`config.mk`:
```
export PLATFORM = sky130hd
export DESIGN_NAME = philo_waiter
export DESIGN_NICKNAME = d
export VERILOG_FILES = /design/src/rtl/philo_pkg.sv /design/src/rtl/philo_waiter_rr_pick.sv /design/src/rtl/philo_waiter.sv
export SDC_FILE = /design/constraint.sdc
export NUM_CORES = 1
export LEC_CHECK = 0
export CAP_MARGIN = 25
export CORE_ASPECT_RATIO = 1.25
export CORE_MARGIN = 2
export CORE_UTILIZATION = 40
export CTS_CLUSTER_SIZE = 12
export DETAILED_ROUTE_END_ITERATION = 16
export PLACE_DENSITY = 0.61
export REMOVE_ABC_BUFFERS = 1
export SETUP_SLACK_MARGIN = 0.05
export SYNTH_ARGS = -nofsm -noshare
export SYNTH_HDL_FRONTEND = slang
export SYNTH_SLANG_ARGS = --single-unit
```
`constraint.sdc`:
```
create_clock -name clock -period 11.6 [get_ports clock]
set_clock_uncertainty 0.1 [all_clocks]
set_input_delay 1.74 -clock clock [delete_from_list [all_inputs] [get_ports clock]]
set_output_delay 1.74 -clock clock [all_outputs]
set_load 0.03 [all_outputs]
```
`src/rtl/philo_pkg.sv`:
```
// philo_pkg: shared definitions for the dining-philosophers waiter.
//   state_t        : seat state as seen by the seat-side adapter
//   left_of/right_of: ring index wrap helpers (seat n-1 is adjacent to seat 0)
//   seat_req/seat_done: seat-side mapping of state to the waiter's req/done
package philo_pkg;

  typedef enum logic [1:0] {
    THINKING = 2'd0,
    READING  = 2'd1,
    EATING   = 2'd2,
    HUNGRY   = 2'd3
  } state_t;

  function automatic int unsigned left_of(input int unsigned i, input int unsigned n);
    return (i == 0) ? n - 1 : i - 1;
  endfunction

  function automatic int unsigned right_of(input int unsigned i, input int unsigned n);
    return (i == n - 1) ? 0 : i + 1;
  endfunction

  // A hungry seat requests; leaving EATING for THINKING signals done.
  function automatic logic seat_req(input state_t cur);
    return cur == HUNGRY;
  endfunction

  function automatic logic seat_done(input state_t prev, input state_t cur);
    return (prev == EATING) && (cur == THINKING);
  endfunction

endpackage

```
`src/rtl/philo_waiter_rr_pick.sv`:
```
// rr_pick: combinational round-robin first-one finder.
//   cand  : candidate vector
//   ptr   : scan start index
//   valid : at least one candidate is set
//   idx   : first set candidate scanning ptr, ptr+1, ... (mod N)
module rr_pick #(
  parameter int unsigned N  = 16,
  parameter int unsigned PW = $clog2(N)
) (
  input  logic [N-1:0]  cand,
  input  logic [PW-1:0] ptr,
  output logic          valid,
  output logic [PW-1:0] idx
);

  logic [2*N-1:0] dbl;
  logic [N-1:0]   rot;
  logic [PW:0]    sum;

  // Shifting the doubled vector rotates the scan origin to bit 0, so the
  // lowest set bit of rot is the offset of the winner from ptr.
  always_comb begin
    dbl   = {cand, cand} >> ptr;
    rot   = dbl[N-1:0];
    valid = |rot;
    sum   = '0;
    for (int unsigned k = N; k > 0; k--) begin
      if (rot[k-1]) sum = (PW+1)'(k - 1);
    end
    sum = sum + {1'b0, ptr};
    if (sum >= (PW+1)'(N)) sum = sum - (PW+1)'(N);
    idx = sum[PW-1:0];
  end

endmodule

```
`src/rtl/philo_waiter.sv`:
```
// philo_waiter: central grant controller for an N-seat philosophers ring.
//   clock, reset_n : posedge clock, asynchronous active-low reset
//   req[N]         : seat is hungry (level)
//   done[N]        : seat finished eating (pulse, only honoured while granted)
//   grant[N]       : seat is eating (registered)
//   starve[N]      : seat wait counter at STARVE_LIMIT (registered)
//   eating_cnt     : popcount of grant (registered)
//   ptr            : round-robin scan start index
module philo_waiter
  import philo_pkg::*;
#(
  parameter  int unsigned N            = 16,
  parameter  int unsigned STARVE_LIMIT = 8,
  localparam int unsigned CW           = $clog2(STARVE_LIMIT + 1),
  localparam int unsigned PW           = $clog2(N),
  localparam int unsigned EW           = $clog2(N + 1)
) (
  input  logic          clock,
  input  logic          reset_n,
  input  logic [N-1:0]  req,
  input  logic [N-1:0]  done,
  output logic [N-1:0]  grant,
  output logic [N-1:0]  starve,
  output logic [EW-1:0] eating_cnt,
  output logic [PW-1:0] ptr
);

  logic [N-1:0]  cand;
  logic [N-1:0]  pick_oh;
  logic [N-1:0]  grant_nxt;
  logic [N-1:0]  starve_nxt;
  logic [EW-1:0] cnt_nxt;
  logic [PW-1:0] ptr_nxt;
  logic [PW-1:0] pick_idx;
  logic          pick_valid;
  logic [CW-1:0] wcnt     [N];
  logic [CW-1:0] wcnt_nxt [N];

  // Candidates use the registered grant, so a neighbour releasing this cycle
  // still blocks, and a seat releasing this cycle cannot be re-granted.
  // Neighbours of a starving seat are held off so it can eventually eat.
  always_comb begin
    cand = '0;
    for (int unsigned i = 0; i < N; i++) begin
      cand[i] = req[i] & ~grant[i]
              & ~grant[left_of(i, N)]  & ~grant[right_of(i, N)]
              & ~starve[left_of(i, N)] & ~starve[right_of(i, N)];
    end
  end

  rr_pick #(.N(N), .PW(PW)) u_pick (
    .cand  (cand),
    .ptr   (ptr),
    .valid (pick_valid),
    .idx   (pick_idx)
  );

  always_comb begin
    pick_oh = '0;
    if (pick_valid) pick_oh[pick_idx] = 1'b1;

    grant_nxt = (grant & ~done) | pick_oh;

    ptr_nxt = ptr;
    if (pick_valid) ptr_nxt = (pick_idx == PW'(N - 1)) ? '0 : pick_idx + 1'b1;

    cnt_nxt = '0;
    for (int unsigned i = 0; i < N; i++) cnt_nxt = cnt_nxt + EW'(grant_nxt[i]);

    starve_nxt = '0;
    for (int unsigned i = 0; i < N; i++) begin
      if (!req[i] || grant[i] || pick_oh[i])   wcnt_nxt[i] = '0;
      else if (wcnt[i] == CW'(STARVE_LIMIT))   wcnt_nxt[i] = wcnt[i];
      else                                     wcnt_nxt[i] = wcnt[i] + 1'b1;
      starve_nxt[i] = (wcnt_nxt[i] == CW'(STARVE_LIMIT));
    end
  end

  always_ff @(posedge clock or negedge reset_n) begin
    if (!reset_n) begin
      grant      <= '0;
      starve     <= '0;
      eating_cnt <= '0;
      ptr        <= '0;
      for (int unsigned i = 0; i < N; i++) wcnt[i] <= '0;
    end else begin
      grant      <= grant_nxt;
      starve     <= starve_nxt;
      eating_cnt <= cnt_nxt;
      ptr        <= ptr_nxt;
      for (int unsigned i = 0; i < N; i++) wcnt[i] <= wcnt_nxt[i];
    end
  end

endmodule
```
==> results of run 1 <==
-- metal layers --
metal | wire length [um] | global-route usage (%)
met4 | 1055 | 11.29
met1 | 9140 | 26.88
met5 | 0 | 0
met2 | 10060 | 33.41
met3 | 781 | 2.800
-- worst max path at each step --
stage / cells after the start / to / startpoint / slack [ns]
2_1_floorplan: 27 / eating_cnt[4] / req[1] / 2.19
3_3_place_gp: 26 / eating_cnt[4] / req[1] / 1.42
3_5_place_dp: 27 / eating_cnt[4] / req[1] / 1.44
4_1_cts: 27 / eating_cnt[4] / req[1] / 1.80
5_1_grt: 27 / eating_cnt[4] / req[7] / 1.27
6_report: 27 / eating_cnt[4] / req[14] / 1.68
-- Yosys cell counts, drive strengths merged (14+ instances only) --
master	count	area share, %
a211oi	31	4.0
a21oi	71	4.5
a31oi	17	1.4
and2	19	1.5
buf	24	1.8
dfrtp	105	33
ha	44	6.9
inv	73	3.4
mux2i	17	2.1
nand2	76	3.6
nand2b	23	1.8
nand3	38	2.4
nor2	86	4.1
nor2b	15	1.2
nor3	24	1.5
o21ai	24	1.8
or4	14	1.3
xnor2	21	2.3
-- final cells by class --
| cell class | count | area share (%) |
|---|---|---|
| clock inverter | 5 | 0.9338 |
| inverter | 73 | 2.964 |
| timing repair buffer | 81 | 8.634 |
| clock buffer | 11 | 2.626 |
| sequential | 105 | 28.42 |
| multi-input combinational | 695 | 52.84 |
| tap | 265 | 3.586 |
-- state kept, by name (all words and copies together) (netlist names) --
register and count:
wcnt 64, grant 16, starve 16, eating_cnt 5, ptr 4
-- stage by stage --
stage          util, %  setup WS, ns
6_report         47.48         1.677
4_1_cts          47.48         1.801
3_5_place_dp     45.79         1.438
5_1_grt          47.48         1.267
2_1_floorplan        -         2.186
3_3_place_gp     45.72         1.424
-- kinds of logic after synthesis --
kind of cell             count (synthesis)  share of synthesized area, %
AO/OA/AOI/OAI                          215                         19.19
XOR/XNOR                                33                         3.627
adder cells (fa/ha/maj)                 55                         9.672
buffers and inverters                  109                         5.825
flip-flops                             105                         32.97
multiplexers                            31                         5.103
AND/OR/NAND/NOR                        361                         23.61
-- layout by cell type, fill, tap and decap left out, types with 15 or more instances in the layout --
cell / Yosys / layout
a211oi_2: 17 / 17
xnor2_1: 21 / 20
dfrtp_1: 105 / 105
nand2_1: 76 / 76
nand3_1: 38 / 38
and2_1: 17 / 17
a21oi_1: 71 / 71
nor3_1: 24 / 24
clkdlybuf4s50_1: 0 / 73
mux2i_1: 17 / 17
ha_1: 44 / 44
nor2b_1: 15 / 15
nor2_1: 86 / 86
inv_1: 73 / 73
nand2b_1: 23 / 23
a31oi_1: 16 / 16
-- worst max-delay path, stage by stage --
cell and delay (ns):
clkdlybuf4s50_1 0.50, nor4b_1 0.51, nor3b_1 0.53, mux4_2 0.42
a211oi_1 0.13, a22oi_2 0.29, a22oi_1 0.13, o211ai_1 0.21
o221ai_1 0.14, a21oi_1 0.40, fa_1 0.57, inv_1 0.14
ha_1 0.17, and2_1 0.40, nor2b_1 0.19, nand4_1 0.09
o21ai_1 0.38, a21oi_1 0.15, fa_1 0.58, fa_1 0.44
fa_1 0.52, fa_1 0.55, inv_1 0.04, ha_1 0.20
fa_1 0.41, a21oi_1 0.18, nor2b_1 0.06
==> results.yml, run 1 <==
clock_network:
  ctsResizeCount: 0
  path_clk_slew_ns: 0.07
  htree_levels: 3
  clock_latency_ns: 0.36
  cts_tree: "done"
  cts_setup_buffers: 0
  numCtsBuffers: 9
  cts_hold_buffers: 0
  clockRootBuffer: "clkbuf_16"
  clockBufferDepth: 2
  clkSinkCount: 105
timing:
  min_period_ns: 9.923
  slew_headroom_pct: 33.08
  max_slew.worst_pin.slew_ns: 0.9898
  max_freq_mhz: 100.8
  hold_ws_ns: 0.4834
  drv_slew: 0
  hold_viol: 0
  finalSetupTns_ns: 0
  final-setup-viol-count: 0
  rsz0062_at_grt: "no"
  fin_crit_sh_pct: 85.55
place:
  dp_hpwl_um: 16300
  portBuffers: 74
  globalplace.congestion: 0.8937
  place_area_um2: 8916
  dpl.cell_count: 1219
critical_path:
  crit_fanout: 9
  r2r_end: "eating_cnt[4]"
  setup.worst_path.end_class: "flip-flop"
  critPathLaunchType: "input pin"
  critPathKind: "input pin to flip-flop"
  r2r_slack_ns: 2.64
  r2r_start: "ptr[3]"
  r2r_cells: 26
  crit_arrival_ns: 10.07
  crit_required_ns: 11.75
logic_synthesis:
  ys_seq_area_share_pct: 32.97
  yosysWarnings: 0
  ys_async_sr_fraction_pct: 100.0
  synth_area_um2: 7969
  synth_cell_type_count: 73
  synthFlopType: "dfrtp_1"
  synth_edf_count: 0
  syn_inst: 909
  syn_avg_cell_area_um2: 8.767
  ys_ff_latch: 105
finish:
  final_cell_area_um2: 9245
  drive_gt1_share_pct: 7.320
  stdcell_count: 1235
  fill_cells: 1827
  final_nets: 1054
  multi_input_area_um2: 4885
  antennaDiodeCount: 0
  regArea_um2: 2628
  area_growth_pct: 16.02
drt:
  firstDrtPassIters: 5
  dr.first_iter.drc_count: 491
  num_vias: 6871
  routedWlPerCell_um: 17.03
  drc_errors: 0
  drtAntennaViolNets: 0
  via_per_inst: 5.564
  wirelength_um: 21040
die:
  rows: 57
  core_um2: 19470
  die_area_um2: 21070
  die_height_um: 161.8
  die_w_um: 130.2
  ios: 75
  initial_utilization_pct: 40.93
job:
  maxCapViolCount: 0
grt:
  grt_pass1_vias: 6686
  track_usage_pct: 20.75
  grt-ovfl-total: 0
  grt_pass1_wl_um: 34210
  grt_max_degree: 70
  antenna_found_initial: 0
outcome:
  outcome: "finished, final reports clean"
min_path:
  hp-class: "flip-flop to flip-flop"
  min_to: "wcnt[27]"
  hold_start: "wcnt[27]"
  min_path_cells: 3
Power of run 1 is left out: the tool's default activity adds up to more than one toggle a clock period on the data nets, which glitch-free logic cannot reach.
==> run 2: changes to the inputs <==
Settings changed: TNS_END_PERCENT set to 20.
==> results of run 2 <==
The final DEF is identical to that of run 1; final timing and power are the same.
Power of run 2 is left out for the same reason.
==> run 3: changes to the inputs <==
Settings changed: HOLD_SLACK_MARGIN set to 0.05.
==> results of run 3 <==
The final DEF is identical to that of run 1; final timing and power are the same.
Power of run 3 is left out for the same reason.
==> variant 1: new RTL, flow settings as in run 1 <==
Reset style: synchronous (`reset_n`), changed in one clocked block. Comments in the files are not updated.
--- a/src/rtl/philo_waiter.sv
+++ b/src/rtl/philo_waiter.sv
@@ -77,5 +77,5 @@
   end
 
-  always_ff @(posedge clock or negedge reset_n) begin
+  always_ff @(posedge clock) begin
     if (!reset_n) begin
       grant      <= '0;
Behaviour: differs if reset_n is asserted again (counterexample within 4 cycles, from zero or initial values and one cycle with reset_n low); with reset_n held inactive, the same outputs for 4 cycles.
==> variant 1 against run 1 <==
  * Register-to-register slack better by 0.45 ns
  * Sequential share of layout area is 3.8 points lower
  * Area after synthesis down 8.8%
  * Sequential cell count did not move
  * Final area down 7.8%
  * Critical path depth unchanged
  * Routed wire length down 4.5%
  * Setup slack better by 0.19 ns
  * Critical endpoint is now eating_cnt[2]
  * Largest cell class unchanged
  * Highest routed layer unchanged
==> variant 1: results (changes against run 1) <==
The placed cell count is 1142 (-6.3%). The leakage power came out at 3.24 nW. The filler cell count is 1735 (-5.0%).

The setup slack at placement came out at 1.56 ns (+0.126 ns). The data arrival time of the critical path came out at 9.88 ns (-0.19 ns). The number of buffers inserted by port buffering is 74 (unchanged). In the post-synthesis netlist, the biggest area contributors are dfxtp_1 29%, ha_1 7.6%, nor2_1 4.4%.

The per-cell routed wire length came to 17.3 µm (+1.8%). The overall fraction of global-route tracks in use is 0.209 (+0.00137). The number of vias per cell came to 5.72 (+2.8%). The starting DRC count in detailed routing is 516 (+5.1%). The number of nets in the layout is 1014 (-3.8%).

The portion of the post-synthesis area used by sequential elements came out at 0.289 (-0.0406). The last weighted congestion value of the routability-driven placer came out at 0.925 (+3.4%). After synthesis, the most frequently instantiated cells are 105 x dfxtp_1, 86 x nor2_1, 71 x inv_1. The fraction of registers with async set or reset after synthesis came out at 0 (-1.00). The post-synthesis cell type count is 70 (-4.1%). The detailed-placement wirelength estimate is 15600 µm (-4.5%). The H-tree level count came out at 3 (unchanged). By instance count, the leading cell after synthesis is dfxtp_1.

The buffer count from post-CTS setup fixing came to 0 (unchanged). The fraction of final layout cells sized beyond drive strength 1 came to 0.0677 (-0.00545). The first-pass detailed-route iteration total came out at 4 (-1). The via total after detailed routing was 6624 (-3.6%). The placement-stage cell area is 8210 µm² (-7.9%). The post-synthesis instance total is 856 (-5.8%). The critical-path maximum fanout is 9 (unchanged). The via count of the first global-routing pass is 6237 (-6.7%). The largest net degree at the start of global routing came to 34 (-51%).

The global-route wire length before repair is 32100 µm (-6.2%). The worst slew margin relative to its limit came out at 0.385 (+0.0540). The initial antenna violation count came out at 0 (unchanged). The flow ran to the end, and the final reports show no timing, DRC or antenna violations.
variant 1: cell count changes after synthesis, moves of 10 or more:
cell,before,now
nand2_1,76,53
a211oi_2,17,0
dfrtp_1,105,0
nand3b_1,2,12
or4_1,14,0
a32oi_1,1,12
nand2b_1,23,11
dfxtp_1,0,105
nor4_2,0,10
o21ai_0,14,26
a21oi_1,71,40
nor3b_1,9,24
variant 1: where the power goes:
group          switching, mW  total (mW)  internal (mW)  leakage, nW
Combinational           1.06        1.72          0.663         2.24
Sequential            0.0636       0.478          0.414        0.852
Clock                  0.143       0.323          0.180        0.146
variant 1: cell type report:
type / count / share of cell area
Clock buffer: 13 / 0.0305
Clock inverter: 3 / 0.00543
Inverter: 72 / 0.0317
Multi-Input combinational cell: 656 / 0.559
Sequential cell: 105 / 0.247
Tap cell: 228 / 0.0335
Timing Repair Buffer: 81 / 0.0931
variant 1: stage by stage:
step | util | hold WS [ns]
after global placement | 0.457 | 0.421
after floorplan | - | 0.396
after detailed placement | 0.457 | 0.418
after CTS | 0.474 | 0.437
final | 0.474 | 0.432
after global routing | 0.474 | 0.475
variant 1: path summary, 6_finish.rpt:
kind	start	to	slack [ns]	cells past startpoint
max reg2reg	ptr[3]	eating_cnt[2]	3.09	25
min	wcnt[1][10]	wcnt[1][10]	0.43	2
min reg2reg	wcnt[1][10]	wcnt[1][10]	0.43	2
max	req[13]	eating_cnt[2]	1.86	27
variant 1: worst max-delay path, stage by stage:
cell	delay [ns]
clkdlybuf4s50_1	0.49
nor4b_1	0.75
a221oi_1	0.30
a31oi_1	0.32
mux2i_1	0.20
a21oi_1	0.20
o21ai_0	0.09
a221oi_1	0.37
a2bb2oi_1	0.25
o31ai_1	0.11
ha_1	0.23
a21o_1	0.16
a21oi_1	0.17
xnor2_1	0.25
or2_1	0.75
a21oi_4	0.18
or2_1	0.27
fa_1	0.54
inv_1	0.06
fa_1	0.51
fa_1	0.52
fa_1	0.55
inv_1	0.04
ha_1	0.20
fa_1	0.40
xnor2_1	0.15
nor2_1	0.05
variant 1: per-layer routing:
layer	up-vias	global-route usage	part of all wire
li1	3226	-	-
met1	3141	0.257	0.42
met2	215	0.363	0.48
met3	42	0.0387	0.069
met4	0	0.0770	0.026
met5	-	0	0
variant 1: cell families after synthesis:
logic type / count (synthesis) / synth area share
mux: 25 / 0.0470
simple gates: 369 / 0.285
compound gates: 177 / 0.181
xor+xnor: 30 / 0.0361
buf+inv: 95 / 0.0558
flops: 105 / 0.289
fa+ha+maj: 55 / 0.106
==> variant 2: new RTL, config.mk and constraints of run 1 <==
Made on the original files. The parameter `STARVE_LIMIT` goes from 8 to 16.
--- a/src/rtl/philo_waiter.sv
+++ b/src/rtl/philo_waiter.sv
@@ -11,5 +11,5 @@
 #(
   parameter  int unsigned N            = 16,
-  parameter  int unsigned STARVE_LIMIT = 8,
+  parameter  int unsigned STARVE_LIMIT = 16,
   localparam int unsigned CW           = $clog2(STARVE_LIMIT + 1),
   localparam int unsigned PW           = $clog2(N),
Behaviour: not the same (a bounded check fails within 10 cycles, from zero or initial values and one cycle with reset_n low).
==> variant 2 against run 1 <==
  * Final area rose by 10%
  * Sequential cell count rose by 16
  * Routed wire length rose by 15%
  * Area after synthesis rose by 9.2%
  * Critical path depth did not move
  * Setup slack improved by 0.039 ns
  * Final cell count rose by 7.0%
Power is not shown: default switching activity piles up to over one toggle a cycle in this logic, so the estimate is an artifact.
==> variant 2: results (changes against run 1) <==
The data arrival time of the critical path came out at 10.09 ns (+0.02 ns). The overall fraction of global-route tracks in use is 0.218 (+0.0101). The placement-stage cell area was 9610 µm² (+7.8%). The startpoint identified for the worst register-to-register timing path is grant[10]. The largest registers in the layout are wcnt (80), grant (16), starve (16). The filler cell count was 2135 (+17%). The H-tree level count was 4 (+1).

The post-synthesis cell type count is 70 (-4.1%). The critical-path cell with the highest stage delay is nor4b_1. The terminating pin of the worst hold path is wcnt[49]. The worst-case register-to-register setup slack came out at 2.99 ns (+0.35 ns). The largest net degree at the start of global routing came to 66 (-5.7%).

The clock latency at the later pin of the worst-skew pair came out at 0.42 ns (+0.06 ns). The portion of the post-synthesis area used by sequential elements is 0.348 (+0.0181). The detailed-placement wirelength estimate came out at 17900 µm (+9.7%). After synthesis, the cell types taking the most area are dfrtp_1 35%, ha_1 6.3%, a21oi_1 5.6%. The overall routed net length was 24200 µm (+15%).

The commonest cells after synthesis are 121 x dfrtp_1, 103 x nand2_1, 98 x a21oi_1. The via total after detailed routing was 7589 (+10%). The global-route wire length before repair is 38900 µm (+14%). The run finished with clean final reports. The via count of the first global-routing pass came out at 7407 (+11%).

The starting DRC count in detailed routing is 378 (-23%). The number of nets in the layout is 1119 (+6.2%). The total clock buffers created by CTS was 17 (+8).
[variant 2: cell types whose count changed after synthesis, sizes merged, moves of 10 or more]
cell	delta
dfrtp	+16
clkbuf	+19
a32o	+10
nand2b	-11
xnor2	+28
nand2	+27
mux2i	+10
nand3	+29
nor3	+10
nor2	-58
a21oi	+28
and2	-14
[variant 2: how the worst max path moves through the flow]
stage,from,end,cells past startpoint
after detailed placement,req[12],eating_cnt[4],27
after global placement,req[12],eating_cnt[4],27
after CTS,req[12],eating_cnt[4],27
final,req[4],eating_cnt[4],27
after floorplan,req[12],eating_cnt[4],26
after global routing,req[4],eating_cnt[4],27
[variant 2: worst max-delay path, delay by kind of cell]
| family | cells | cell delay (ns) |
|---|---|---|
| AOI/OAI and AO/OA | 10 | 2.25 |
| xor gates and xnor gates | 1 | 0.50 |
| adders and majority gates | 7 | 2.94 |
| buffers and inverters | 3 | 0.62 |
| muxes | 1 | 0.70 |
| and+or+nand+nor | 5 | 1.33 |
[variant 2: cell type report]
class | instances | area [µm²] | area share
multi-input combinational | 732 | 5150 | 0.505
sequential | 121 | 3030 | 0.297
timing repair buffer | 83 | 803 | 0.0788
clock buffer | 20 | 467 | 0.0458
tap | 279 | 349 | 0.0342
inverter | 75 | 282 | 0.0276
clock inverter | 11 | 113 | 0.0110
[variant 2: cells by family (layout without fill, tap and decap cells)]
kind of cell | count (synthesis) | after routing | share of synthesized area
xor+xnor | 64 | 64 | 0.0644
flops | 121 | 121 | 0.348
fa+ha+maj | 55 | 55 | 0.0885
buf+inv | 127 | 189 | 0.0602
mux | 37 | 37 | 0.0496
simple gates | 325 | 325 | 0.195
compound gates | 251 | 251 | 0.195
[variant 2: through the flow]
step           utilization  setup slack, ns  cells  hold slack [ns]
6_report             0.475             1.72   1321            0.482
5_1_grt              0.475            0.991   1321            0.525
4_1_cts              0.475             1.76   1320            0.483
3_5_place_dp         0.448             1.35   1289            0.471
3_3_place_gp         0.448             1.59   1289            0.475
2_1_floorplan            -             2.45    928            0.443
[variant 2: per-layer routing]
metal  GRT usage  vias to the layer above  part of all wire
met4      0.0910                        0             0.034
li1            -                     3632                 -
met3      0.0320                       44             0.038
met2       0.379                      210              0.51
met5           0                        -                 0
met1       0.267                     3703              0.42
